===== config.mk =====
export PLATFORM = sky130hd
export DESIGN_NAME = btn_debounce
export DESIGN_NICKNAME = d
export VERILOG_FILES = /design/src/rtl/btn_debounce_pkg.sv /design/src/rtl/btn_debounce_cell.sv /design/src/rtl/btn_debounce.sv
export SDC_FILE = /design/constraint.sdc
export NUM_CORES = 1
export LEC_CHECK = 0
export BUFFER_PORTS_ARGS = -buffer_cell sky130_fd_sc_hd__buf_2
export CELL_PAD_IN_SITES_DETAIL_PLACEMENT = 1
export CELL_PAD_IN_SITES_GLOBAL_PLACEMENT = 2
export CORE_MARGIN = 2
export CORE_UTILIZATION = 36
export CTS_BUF_LIST = sky130_fd_sc_hd__clkbuf_4 sky130_fd_sc_hd__clkbuf_8
export CTS_CLUSTER_DIAMETER = 200
export CTS_CLUSTER_SIZE = 25
export DETAILED_ROUTE_END_ITERATION = 8
export GPL_TIMING_DRIVEN = 0
export PLACE_DENSITY_LB_ADDON = 0.15
export SLEW_MARGIN = 20
export SYNTH_ARGS = -nofsm -noshare
export SYNTH_HDL_FRONTEND = slang
export SYNTH_HIERARCHICAL = 1
export SYNTH_SLANG_ARGS = --single-unit

===== constraint.sdc =====
create_clock -name in_clk -period 1.45 [get_ports in_clk]
set_clock_uncertainty 0.1 [all_clocks]
set_input_delay 0.2175 -clock in_clk [delete_from_list [all_inputs] [get_ports in_clk]]
set_output_delay 0.2175 -clock in_clk [all_outputs]
set_load 0.02 [all_outputs]

===== src/rtl/btn_debounce_pkg.sv =====
// Shared types and constants for the button debouncer.
package btn_debounce_pkg;
  typedef enum logic [1:0] {
    ST_IDLE         = 2'd0,
    ST_PRESS_PEND   = 2'd1,
    ST_PRESSED      = 2'd2,
    ST_RELEASE_PEND = 2'd3
  } db_state_e;

  localparam int CNT_W              = 4;
  localparam int DEF_STABLE_SAMPLES = 3;
endpackage


===== src/rtl/btn_debounce_cell.sv =====
// One debounce channel: 2-flop synchronizer, qualification FSM and registered outputs.
module btn_debounce_cell
  import btn_debounce_pkg::*;
#(
  parameter int STABLE_SAMPLES = DEF_STABLE_SAMPLES
) (
  input  logic in_clk,
  input  logic in_rst_n,
  input  logic stb,
  input  logic btn_raw,
  output logic level,
  output logic press,
  output logic rel
);
  localparam logic [CNT_W-1:0] SS_C = CNT_W'(STABLE_SAMPLES);

  logic             sync1_q, sync2_q;
  db_state_e        state_q, state_d;
  logic [CNT_W-1:0] cnt_q, cnt_d, cnt_inc;
  logic             level_q, level_d, press_q, press_d, rel_q, rel_d;

  always_ff @(posedge in_clk or negedge in_rst_n) begin
    if (!in_rst_n) begin
      sync1_q <= 1'b0;
      sync2_q <= 1'b0;
    end else begin
      sync1_q <= btn_raw;
      sync2_q <= sync1_q;
    end
  end

  assign cnt_inc = cnt_q + 1'b1;

  // Pulses default low, so they last exactly the one cycle after a qualifying strobe.
  always_comb begin
    state_d = state_q;
    cnt_d   = cnt_q;
    level_d = level_q;
    press_d = 1'b0;
    rel_d   = 1'b0;
    if (stb) begin
      case (state_q)
        ST_IDLE: begin
          if (sync2_q) begin
            state_d = ST_PRESS_PEND;
            cnt_d   = CNT_W'(1);
          end else begin
            cnt_d = '0;
          end
        end
        ST_PRESS_PEND: begin
          if (!sync2_q) begin
            state_d = ST_IDLE;
            cnt_d   = '0;
          end else if (cnt_inc == SS_C) begin
            state_d = ST_PRESSED;
            cnt_d   = '0;
            level_d = 1'b1;
            press_d = 1'b1;
          end else begin
            cnt_d = cnt_inc;
          end
        end
        ST_PRESSED: begin
          if (!sync2_q) begin
            state_d = ST_RELEASE_PEND;
            cnt_d   = CNT_W'(1);
          end else begin
            cnt_d = '0;
          end
        end
        ST_RELEASE_PEND: begin
          if (sync2_q) begin
            state_d = ST_PRESSED;
            cnt_d   = '0;
          end else if (cnt_inc == SS_C) begin
            state_d = ST_IDLE;
            cnt_d   = '0;
            level_d = 1'b0;
            rel_d   = 1'b1;
          end else begin
            cnt_d = cnt_inc;
          end
        end
        default: begin
          state_d = ST_IDLE;
          cnt_d   = '0;
        end
      endcase
    end
  end

  always_ff @(posedge in_clk or negedge in_rst_n) begin
    if (!in_rst_n) begin
      state_q <= ST_IDLE;
      cnt_q   <= '0;
      level_q <= 1'b0;
      press_q <= 1'b0;
      rel_q   <= 1'b0;
    end else begin
      state_q <= state_d;
      cnt_q   <= cnt_d;
      level_q <= level_d;
      press_q <= press_d;
      rel_q   <= rel_d;
    end
  end

  assign level = level_q;
  assign press = press_q;
  assign rel   = rel_q;
endmodule


===== src/rtl/btn_debounce.sv =====
// N-channel button debouncer; one shared sample strobe from the rising edge of in_slow_clk.
module btn_debounce
  import btn_debounce_pkg::*;
#(
  parameter int N_BTN          = 4,
  parameter int STABLE_SAMPLES = DEF_STABLE_SAMPLES
) (
  input  logic             in_clk,
  input  logic             in_rst_n,
  input  logic             in_slow_clk,
  input  logic [N_BTN-1:0] in_btn,
  output logic [N_BTN-1:0] out_level,
  output logic [N_BTN-1:0] out_press,
  output logic [N_BTN-1:0] out_release
);
  logic slow_d_q;
  logic stb;

  // in_slow_clk is sampled as data; slow_d_q resets low so a high level right after reset yields one strobe.
  always_ff @(posedge in_clk or negedge in_rst_n) begin
    if (!in_rst_n) slow_d_q <= 1'b0;
    else           slow_d_q <= in_slow_clk;
  end

  assign stb = in_slow_clk & ~slow_d_q;

  for (genvar i = 0; i < N_BTN; i++) begin : g_lane
    btn_debounce_cell #(.STABLE_SAMPLES(STABLE_SAMPLES)) u_cell (
      .in_clk   (in_clk),
      .in_rst_n (in_rst_n),
      .stb      (stb),
      .btn_raw  (in_btn[i]),
      .level    (out_level[i]),
      .press    (out_press[i]),
      .rel      (out_release[i])
    );
  end
endmodule


# After elaboration in Yosys (flattened, before gate mapping)
# Index checks and enable logic that the tools add are counted.
# classes
n_eq_ne,48
muxes,100
addsub,4
n_reduce_logical,16
bitwise,2
# ops
cell,count
4-bit one-hot mux with 4 select lines,4
1-bit two-way mux,52
2-bit two-way mux,24
4-bit two-way mux,12
"2-bit by 1-bit != test with 1-bit output, second input constant",16
2-bit one-hot mux with 4 select lines,4
6-bit AND reduction,4
5-bit AND reduction,4
"4-bit by 1-bit adder with 4-bit output, second input constant",4
"2-bit equality test, second input constant",8
"4-bit by 2-bit equality test with 1-bit output, second input constant",4
"2-bit != test, second input constant",8
"3-bit by 1-bit != test with 1-bit output, second input constant",4
"3-bit != test, second input constant",4
"2-bit by 1-bit equality test with 1-bit output, second input constant",4
2-bit zero test,4
1-bit one-hot mux with 2 select lines,4
2-bit nonzero test,4
1-bit bitwise AND,1
1-bit inverter,1
# word_totals
out_inout_bits,12
inputBits,7
reg_bits,45
wordCells,199

# Logic depth before layout (Yosys ltp)
# Gate-level depths: netlist (run 1).
# depth
word_depth,6
ltp_mapped,5
ltp_nobuf,5

# Modules after synthesis
# The synthesis (run 1) kept the hierarchy.
# modules_own_cells
mod,area_each_um2,seq_area_each_um2,n_inst,cells_per_inst
btn_debounce_cell (g_lane[1].u_cell ...),530.5,275.3,3,50
btn_debounce_cell (g_lane[0].u_cell),536.8,275.3,1,48
btn_debounce,38.8,25.0,1,2

# Least setup slack after synthesis (run 1)
# Ideal clock, no wire load.
# synth_path
path_kind,flip-flop to flip-flop
start,register g_lane[0].u_cell.cnt_q[0]
end,register g_lane[0].u_cell.rel_q
slack_ns,-0.095
stages_incl_launch_ff,6
period_less_slack_ns,1.545
required_ns,1.284
path_buffers,0
setup_time_ns,0.066
arrival_ns,1.378
path_cell_list,dfrtp_1 -> ha_1 -> or3_4 -> o31ai_4 -> and2_4 -> and3_1
# synth_via
elab_chain_len,6
# synth_rtl
element,line_no,rtl
from (decl),btn_debounce_cell.sv:19,"logic [CNT_W-1:0] cnt_q, cnt_d, cnt_inc;"
from (signal assigned),btn_debounce_cell.sv:102,cnt_q <= cnt_d;
4-bit by 1-bit adder with 4-bit output,btn_debounce_cell.sv:32,assign cnt_inc = cnt_q + 1'b1;
4-bit by 2-bit equality test with 1-bit output,btn_debounce_cell.sv:76,end else if (cnt_inc == SS_C) begin
1-bit two-way mux,btn_debounce_cell.sv:76,
1-bit two-way mux,btn_debounce_cell.sv:73,if (sync2_q) begin
1-bit two-way mux,btn_debounce_cell.sv:42,case (state_q)
1-bit two-way mux,btn_debounce_cell.sv:41,if (stb) begin
net g_lane[0].u_cell.rel_d,btn_debounce_cell.sv:20,"logic level_q, level_d, press_q, press_d, rel_q, rel_d;"
to (signal assigned),btn_debounce_cell.sv:105,rel_q <= rel_d;
to (decl),btn_debounce_cell.sv:20,
# The timed path passes the listed nets, and every way through them passes these cells.
# A chain may end at the register's enable or synchronous reset.

# Worst setup path after layout (run 1)
# layout_path
start,register g_lane[0].u_cell.cnt_q[1]
end,register g_lane[0].u_cell.press_q
# layout_via
elab_chain_len,6
# layout_rtl
element,line_no,rtl
4-bit by 1-bit adder with 4-bit output,btn_debounce_cell.sv:32,
4-bit by 2-bit equality test with 1-bit output,btn_debounce_cell.sv:55,end else if (cnt_inc == SS_C) begin
1-bit two-way mux,btn_debounce_cell.sv:55,
1-bit two-way mux,btn_debounce_cell.sv:52,if (!sync2_q) begin
1-bit two-way mux,btn_debounce_cell.sv:42,
1-bit two-way mux,btn_debounce_cell.sv:41,
net g_lane[0].u_cell.press_d,btn_debounce_cell.sv:20,
to (signal assigned),btn_debounce_cell.sv:104,press_q <= press_d;
to (decl),btn_debounce_cell.sv:20,
# The timed path passes the listed nets, and every way through them passes these cells.

==> metrics, run 1 <==
outcome finished, violations left; failing checks setup timing; DRC 0; clock sinks 45; Final Slew Violations 0; Adder-Cell Fraction of Synth Area 4.62%; Die X 81.6 um; Max Cap Viol 0; layout cell share with drive strength beyond 1 44.5%; fin crit period 1.59 ns; post-synth net total 215; port buffer count 18; DR WL met3 115 um; Worst path slowest cell dfrtp_1; final total power 4.42 mW; Compound-Gate Fraction of Synth Area 16.6%; Power Density 1500 mW/mm2; wire per inst 15.2 um; final period utilization 110%; Unique masters post-synth 36; post-DP HPWL 3.29 mm; flops & latches, synth 45; VDD IR max 0.000674 V; Clock Tree Buf Depth 2; crit end category flip-flop; Crit path max-delay family simple AND/OR/NAND/NOR gates; Starting Density 36.8%; Pre-antenna DRT Iters 4; crit path cell chain ha_2, or3_4, o31ai_4, and2_4, and3_1; final setup violation count 19; most common cell after layout, fill and taps aside dfrtp_1; Placed Cells 293; Synth Warn # 6; slew margin rel. 60.9%; worst stage delay on the critical path 0.42 ns; Final Net Count 261; unrepaired setup endpoints after global routing yes; Hold Slack 0.259 ns; via count 1,655; die area 0.00666 mm2; initial antenna violation count 0; vias in the first global route 1,753; GRT Total Usage 15.7%; largest family of logic cells by synthesized area simple AND/OR/NAND/NOR gates; worst setup margin -0.144 ns; synth top area cells dfrtp_1 52%, ha_1 4.6%, nand3_1 3.5%, nor2_1 2.8%, inv_1 2.6%; Synth Instances 200; leak pwr 1.35 nW; IO Pins 19; post-synthesis instance area 0.00217 mm2; Worst Tran Pin Value 0.586 ns; total CTS buffers 5; critical path arrival 1.72 ns; Antenna diodes 0; drt via density 5.14; clock transition at the registers of the reported paths 0.08 ns; Crit Path Max Fanout 5; drt initial violations 50; core area 0.00589 mm2; Post-DRT Antenna Nets 0; top cell type's share of synthesized area 52.0%; max frequency 628 MHz; total gr overflow 0; CTS tree yes; final hold violation count 0; wl on met1 2.02 mm; post-synthesis xor/xnor area fraction 2.02%; Critical Path Start Type flip-flop; Die Y 81.6 um; mux cell area share after synthesis 3.41%; Clock Latency Late Sink 0.29 ns; Synth area leader dfrtp_1; Mean Syn Cell Area 10.8 um2; GP Congestion 0.754; clock root buffer clkbuf_8; FP Rows 28; H-tree levels 2; Post-Synth Simple-Gate Area 18.1%; Crit Path Class flip-flop to flip-flop; Hold Crit Class flip-flop to flip-flop; sequential area share after synthesis 52.0%; Area Overhead vs Synth 36.4%; post-route insts no fill 322; Worst EP required 1.58 ns; first-pass GRT wire length 8.11 mm; final wirelength 4.88 mm; largest net degree at the start of global routing 46; WL met2 2.70 mm; Buf/Inv on CP 0; most frequent cells in the layout 34 x dfrtp_1, 18 x buf_4, 17 x buf_2; uppermost layer routed met4
-- state kept, by name, summed over array words and instances, names as in the netlist, named ones only --
register and count:
slow_d_q 1, g_lane.u_cell/sync2_q 4, g_lane.u_cell/press 4, g_lane.u_cell/level 4
g_lane.u_cell/cnt_q 16, g_lane.u_cell/state_q 4, g_lane.u_cell/rel 4, g_lane.u_cell/sync1_q 4
-- area by class of cell --
| cell class | count | area [um2] |
|---|---|---|
| Buffer | 4 | 30.0 |
| Timing Repair Buffer | 39 | 269 |
| Clock inverter | 1 | 30.0 |
| Fill cell | 632 | 2930 |
| Multi-Input combinational cell | 136 | 1250 |
| Inverter | 15 | 56.3 |
| Tap cell | 75 | 93.8 |
| Sequential cell | 45 | 1140 |
| Clock buffer | 7 | 90.1 |
-- timing repair --
action,4_1_cts,5_1_grt
hold endpoints to repair,5,45
buffers inserted,13,2
pin swaps,18,19
hold buffers,5,1
resized for setup,30,41
endpoints found under the setup margin,34,35
-- worst paths after layout --
kind | start | endpoint | slack (ns) | depth (start not counted)
worst max-delay path | g_lane[0].u_cell/cnt_q[1] | g_lane[0].u_cell/press | -0.14 | 5
min in group asynchronous | in_rst_n | g_lane[0].u_cell/cnt_q[3] | 0.36 | 2
worst min-delay path | g_lane[3].u_cell/sync1_q | g_lane[3].u_cell/sync2_q | 0.26 | 0
max in group asynchronous | in_rst_n | g_lane[1].u_cell/cnt_q[1] | 0.45 | 2
worst max register to register | g_lane[0].u_cell/cnt_q[1] | g_lane[0].u_cell/press | -0.14 | 5
worst min register to register | g_lane[3].u_cell/sync1_q | g_lane[3].u_cell/sync2_q | 0.26 | 0
-- cells in the mapped netlist, drive strengths merged --
cell,number
dfrtp,45
nor2,16
inv,15
nand3,15
nand2,14
o21ai,12
ha,8
a21o,7
nor3b,7
and3,6
nor3,6
a211o,5
and2,4
mux2i,4
o221ai,4
xor2,4
a211oi,3
a21bo,3
a41o,3
clkbuf,3
mux2,3
nand3b,3
a21boi,1
a2bb2oi,1
a31oi,1
and3b,1
buf,1
nor2b,1
o22ai,1
o31ai,1
or3,1
xnor2,1
-- metrics by stage --
stage,area [um2],util [%],setup TNS (ns),setup WS (ns)
2_1_floorplan,2180,-,-0.238,-0.0580
3_3_place_gp,2370,40.2,-2.46,-0.151
3_5_place_dp,2370,40.2,-4.22,-0.240
4_1_cts,2760,47.0,-1.54,-0.151
5_1_grt,2960,50.2,-2.51,-0.198
6_report,2960,50.2,-1.41,-0.144
-- report_power, final --
group / leakage, nW / switching [mW] / internal (mW) / total (mW)
combinational: 0.740 / 0.742 / 0.800 / 1.54
sequential: 0.545 / 0.393 / 1.50 / 1.90
clock: 0.0619 / 0.407 / 0.581 / 0.987
-- layer usage --
layer  track usage, %  vias up
met2             29.3       17
met1             18.2      835
met4             4.50        0
li1                 -      799
met5                0        -
met3             2.97        4
-- kinds of logic after synthesis --
kind of cell             Yosys count
XOR/XNOR                           5
buffers and inverters             19
adder cells (fa/ha/maj)            8
AND/OR/NAND/NOR                   74
multiplexers                       7
AO/OA/AOI/OAI                     42
flip-flops                        45
-- worst reg2reg max path, delay by kind of cell, from the launching register on --
family	cells	cell delay (ns)
AO/OA/AOI/OAI	1	0.10
AND/OR/NAND/NOR	3	0.72
adder cells (fa/ha/maj)	1	0.21
flip-flops	1	0.42
(Power assumes the default switching activity.)
==> run 2, diff against run 1 <==
--- a/config.mk
+++ b/config.mk
@@ -15,7 +15,7 @@
 export CTS_CLUSTER_SIZE = 25
 export DETAILED_ROUTE_END_ITERATION = 8
 export GPL_TIMING_DRIVEN = 0
-export PLACE_DENSITY_LB_ADDON = 0.15
+export PLACE_DENSITY_LB_ADDON = 0.1
 export SLEW_MARGIN = 20
 export SYNTH_ARGS = -nofsm -noshare
 export SYNTH_HDL_FRONTEND = slang
==> run 2 against run 1 <==
  * The run still ends with setup timing left
  * Flip-flop and latch count unchanged
  * Die area unchanged
  * Register-to-register slack about the same
  * Global-route usage up 0.76 points
  * Routed wire length up 9.1%
  * Critical path depth unchanged
  * Sequential power about the same
  * Via count up 3.9%
  * First-iteration DRC count up 14%
  * Critical path type unchanged
==> metrics, run 2 (synthesis results as in run 1) <==
Crit Reg-Reg Startpoint g_lane[0].u_cell/cnt_q[1]; Crit Path Class flip-flop to flip-flop; drt initial violations 57 (+14%); dpl ws -0.257 ns (-0.0178 ns); Max Cap Viol 0 (unchanged); Placed Cells 293 (unchanged); Reg2Reg Setup Slack -0.14 ns (about the same); via count 1,720 (+3.9%); most frequent cells in the layout 34 x dfrtp_1, 30 x buf_4, 17 x buf_2; final period utilization 110% (-0.31 points); final setup violation count 19 (unchanged); DRC 0 (unchanged); Final Net Count 275 (+5.4%); Worst Tran Pin Value 0.573 ns (-0.0137 ns); crit end category flip-flop; die area 0.00666 mm2 (unchanged); Final Slew Violations 0 (unchanged); first-pass GRT wire length 8.24 mm (+1.5%); Hold Crit Class flip-flop to flip-flop; CTS tree yes; Worst path slowest cell dfrtp_2; leak pwr 1.43 nW (+6.2%); crit path cell chain ha_4, or3_4, o31ai_4, and2_4, and3_1; Buf/Inv on CP 0 (unchanged); worst setup margin -0.139 ns (+0.00444 ns); post-DP HPWL 3.23 mm (-1.9%); Die Y 81.6 um (unchanged); Area Overhead vs Synth 44.9%; clock root buffer clkbuf_8; worst r2r dst g_lane[0].u_cell/press; outcome finished, violations left; Pre-antenna DRT Iters 2 (-2); final hold violation count 0 (unchanged); fin crit period 1.59 ns (-0.00444 ns); slew margin rel. 61.8% (+0.91 points); final total power 4.63 mW (+4.6%); wire per inst 15.9 um (+4.6%); post-route insts no fill 336 (+4.3%); Power Density 1470 mW/mm2 (-1.5%); drt via density 5.12 (-0.40%); final wirelength 5.33 mm (+9.1%); GP Congestion 0.742 (-1.6%); critical path arrival 1.72 ns (about the same); Antenna diodes 0 (unchanged); VDD IR max 0.000692 V (+2.6%); GRT Total Usage 16.5% (+0.76 points); layout cell share with drive strength beyond 1 50.2% (+5.7 points); Die X 81.6 um (unchanged); Starting Density 36.8% (unchanged); FP Rows 28 (unchanged); clock transition at the registers of the reported paths 0.09 ns (about the same); total gr overflow 0 (unchanged); vias in the first global route 1,890 (+7.8%); total CTS buffers 5 (unchanged); Clock Latency Late Sink 0.30 ns (about the same); H-tree levels 2 (unchanged); Post-DRT Antenna Nets 0 (unchanged); Biggest register g_lane.u_cell/cnt_q; Worst Hold End g_lane[1].u_cell/sync2_q; IO Pins 19 (unchanged); hold depth 0 (unchanged); post-layout util 53.3% (+3.1 points); core area 0.00589 mm2 (unchanged); most common cell after layout, fill and taps aside dfrtp_1; Clock Tree Buf Depth 2 (unchanged); max frequency 629 MHz (+0.28%); Crit Path Max Fanout 5 (unchanged); clock sinks 45 (unchanged); Hold Crit Start g_lane[1].u_cell/sync1_q; Worst EP required 1.58 ns (about the same); worst r2r path cells 5 (unchanged); Critical Path Start Type flip-flop; largest net degree at the start of global routing 46 (unchanged); port buffer count 18 (unchanged); Crit path max-delay family simple AND/OR/NAND/NOR gates; worst stage delay on the critical path 0.45 ns (+0.03 ns); initial antenna violation count 0 (unchanged); failing checks setup timing; max reg flops 16 (unchanged); unrepaired setup endpoints after global routing yes; Hold Slack 0.255 ns (-0.00365 ns)
run 2: changes by cell type in the layout (fill, tap and decap cells not counted), sizes merged:
cell | previous run | this run
buf | 36 | 51
bufinv | 1 | 2
clkbuf | 8 | 5
clkinv | 0 | 1
run 2: metrics by stage:
step,instance area (um2),TNS [ns]
2_1_floorplan,2180,-0.238
3_3_place_gp,2370,-3.08
3_5_place_dp,2370,-4.68
4_1_cts,2900,-1.31
5_1_grt,3140,-2.66
6_report,3140,-1.30
run 2: per-layer routing:
metal,global-route usage [%],wire [um]
met2,29.9,2900
met1,17.7,2120
met4,7.83,136
met5,0,0
met3,4.40,171
run 2: power breakdown:
part           leakage, nW  total, mW  switching [mW]  internal (mW)
sequential           0.545       1.92           0.413           1.50
combinational        0.817       1.60           0.762          0.835
clock               0.0681       1.11           0.428          0.684
run 2: worst max path at each step:
stage | startpoint | end | depth (start not counted)
after floorplan | g_lane[0].u_cell/cnt_q[0] | g_lane[0].u_cell/rel | 5
after global routing | g_lane[0].u_cell/cnt_q[0] | g_lane[0].u_cell/rel | 5
after CTS | g_lane[0].u_cell/cnt_q[1] | g_lane[0].u_cell/press | 5
after detailed placement | slow_d_q | g_lane[1].u_cell/rel | 5
final | g_lane[0].u_cell/cnt_q[1] | g_lane[0].u_cell/press | 5
after global placement | slow_d_q | g_lane[3].u_cell/rel | 5
run 2: layout make-up:
type / count / area, um2
multi-input combinational: 136 / 1290
buffer: 4 / 56.3
fill: 629 / 2750
tap: 75 / 93.8
sequential: 45 / 1140
clock buffer: 5 / 68.8
timing repair buffer: 53 / 370
inverter: 15 / 56.3
clock inverter: 3 / 65.1
run 2: timing repair:
action                     CTS  global route
hold buffers                 5             1
pin swaps                   22            17
resized for setup           50            31
setup buffers               15            14
setup endpoints to repair   35            34
hold endpoints to repair     5            45
run 2: worst reg2reg max path, stage by stage (launching register included):
cell     delay, ns
dfrtp_2       0.45
ha_4          0.18
or3_4         0.33
o31ai_4       0.09
and2_4        0.21
and3_1        0.16
==> run 3, diff against run 2 <==
--- a/config.mk
+++ b/config.mk
@@ -16,6 +16,7 @@
 export DETAILED_ROUTE_END_ITERATION = 8
 export GPL_TIMING_DRIVEN = 0
 export PLACE_DENSITY_LB_ADDON = 0.1
+export SETUP_SLACK_MARGIN = 0.4
 export SLEW_MARGIN = 20
 export SYNTH_ARGS = -nofsm -noshare
 export SYNTH_HDL_FRONTEND = slang
==> run 3 against run 2 <==
  * The flow finishes with violations (hold timing, setup timing)
  * Sequential power grew 3%
  * Highest routed layer unchanged
  * Combinational power is 7% higher
  * Global-route usage rose by 1.4 points
  * Die area did not move
  * Routed wire length grew 6.0%
  * Critical path depth unchanged
==> metrics, run 3 (synthesis results as in run 1) <==
outcome finished, violations left; failing checks hold timing, setup timing; drt initial violations 53 (-7.0%); Max Cap Viol 0 (unchanged); clock transition at the registers of the reported paths 0.09 ns (about the same); Crit Path Max Fanout 5 (unchanged); Antenna diodes 0 (unchanged); GP Congestion 0.753 (+1.5%); IO Pins 19 (unchanged); Power Density 1380 mW/mm2 (-6.5%); wire per inst 16.8 um (+6.0%); crit end category flip-flop; Clock Latency Late Sink 0.30 ns (about the same); slew margin rel. 61.2% (-0.62 points); Die Y 81.6 um (unchanged); unrepaired setup endpoints after global routing yes; Worst Tran Pin Value 0.582 ns (+0.00929 ns); Starting Density 36.8% (unchanged); # hold bufs at CTS 5 (unchanged); dpl ws -0.200 ns (+0.0573 ns); port buffer count 18 (unchanged); total gr overflow 0 (unchanged); VDD IR max 0.000739 V (+6.9%); Crit Path Class flip-flop to flip-flop; final hold violation count 45 (+45); worst setup margin -0.159 ns (-0.0196 ns); core area 0.00589 mm2 (unchanged); max reg flops 16 (unchanged); Fillers 608 (-3.3%); fin crit period 1.61 ns (+0.0196 ns); final period utilization 111% (+1.3 points); Worst EP required 1.59 ns (about the same); DRC 0 (unchanged); final total power 4.55 mW (-1.8%); Die X 81.6 um (unchanged); total CTS buffers 5 (unchanged); GRT Total Usage 17.9% (+1.4 points); most frequent cells in the layout 30 x dfrtp_1, 25 x buf_4, 17 x buf_6; Critical Path Start Type flip-flop; critical path arrival 1.75 ns (+0.03 ns); Biggest register g_lane.u_cell/cnt_q; most common cell after layout, fill and taps aside dfrtp_1; Area Overhead vs Synth 52.1%; Final Slew Violations 0 (unchanged); post-layout util 56.0% (+2.7 points); post-route cell area 0.00330 mm2 (+5.0%); Hold Crit Class input pin to async pin; Post-DRT Antenna Nets 0 (unchanged); H-tree levels 2 (unchanged); die area 0.00666 mm2 (unchanged); Pre-antenna DRT Iters 4 (+2); FP Rows 28 (unchanged); drt via density 5.18 (+1.2%); final wirelength 5.65 mm (+6.0%); clock sinks 45 (unchanged); DP Area 0.00252 mm2 (+6.3%); initial antenna violation count 0 (unchanged); largest net degree at the start of global routing 46 (unchanged); Hold Slack -0.200 ns (-0.455 ns); Final Net Count 275 (unchanged); max frequency 622 MHz (-1.2%); layout cell share with drive strength beyond 1 54.8% (+4.6 points); leak pwr 1.44 nW (+0.64%); post-DP HPWL 3.31 mm (+2.4%); vias in the first global route 1,864 (-1.4%); clock root buffer clkbuf_8; final setup violation count 20 (+1); CTS tree yes; via count 1,741 (+1.2%); Clock Tree Buf Depth 2 (unchanged); first-pass GRT wire length 8.98 mm (+9.0%)
==> run 3: final timing paths <==
kind / startpoint / to / slack (ns) / depth (start not counted)
setup / recovery: g_lane[0].u_cell/cnt_q[0] / g_lane[0].u_cell/rel / -0.16 / 5
hold / removal: in_rst_n / g_lane[1].u_cell/cnt_q[1] / -0.20 / 1
setup reg to reg: g_lane[0].u_cell/cnt_q[0] / g_lane[0].u_cell/rel / -0.16 / 5
hold reg to reg: g_lane[1].u_cell/sync1_q / g_lane[1].u_cell/sync2_q / 0.25 / 0
max in group asynchronous: in_rst_n / g_lane[3].u_cell/cnt_q[0] / 1.00 / 1
min in group in_clk: g_lane[1].u_cell/sync1_q / g_lane[1].u_cell/sync2_q / 0.25 / 0
==> run 3: metrics by stage <==
stage | hold WS (ns) | TNS [ns] | std cells
after floorplan | -0.178 | -0.233 | 200
after detailed placement | 0.227 | -2.89 | 293
after global routing | -0.158 | -2.72 | 336
after global placement | 0.227 | -1.34 | 293
final | -0.200 | -1.40 | 336
after CTS | 0.0243 | -1.55 | 329
==> run 3: metal layers <==
metal  global-route usage [%]  vias to the layer above  wire length (um)
li1                         -                      835                 -
met1                     21.8                      880              2320
met2                     31.3                       19              3110
met3                     3.85                        7               139
met4                     6.50                        0                77
met5                        0                        -                 0
==> run 3: repair_timing <==
| action | in CTS | in global routing |
|---|---|---|
| setup buffers | 23 | 7 |
| endpoints found under the setup margin | 48 | 48 |
| hold endpoints to repair | 5 | 45 |
| resized for setup | 70 | 25 |
| pin swaps | 19 | 21 |
| gates cloned | 0 | 0 |
==> run 3: area by class of cell <==
cell class,instances,area [um2],share of cell area [%]
Timing Repair Buffer,53,478,14.5
Clock inverter,1,5.00,0.152
Clock buffer,7,96.3,2.92
Sequential cell,45,1140,34.7
Inverter,15,56.3,1.71
Buffer,4,56.3,1.71
Tap cell,75,93.8,2.85
Multi-Input combinational cell,136,1370,41.4
==> run 3: report_power, final <==
group | leakage (nW) | total, mW | switching [mW] | internal, mW
Sequential | 0.541 | 1.97 | 0.455 | 1.51
Clock | 0.0542 | 0.865 | 0.434 | 0.431
Combinational | 0.843 | 1.71 | 0.814 | 0.900
Total | 1.44 | 4.55 | 1.70 | 2.84
==> run 3: worst max-delay path, cell delays in order, from the launching register on <==
cell     delay, ns
dfrtp_2       0.46
ha_4          0.18
or3_4         0.34
o31ai_4       0.10
and2_4        0.22
and3_1        0.16
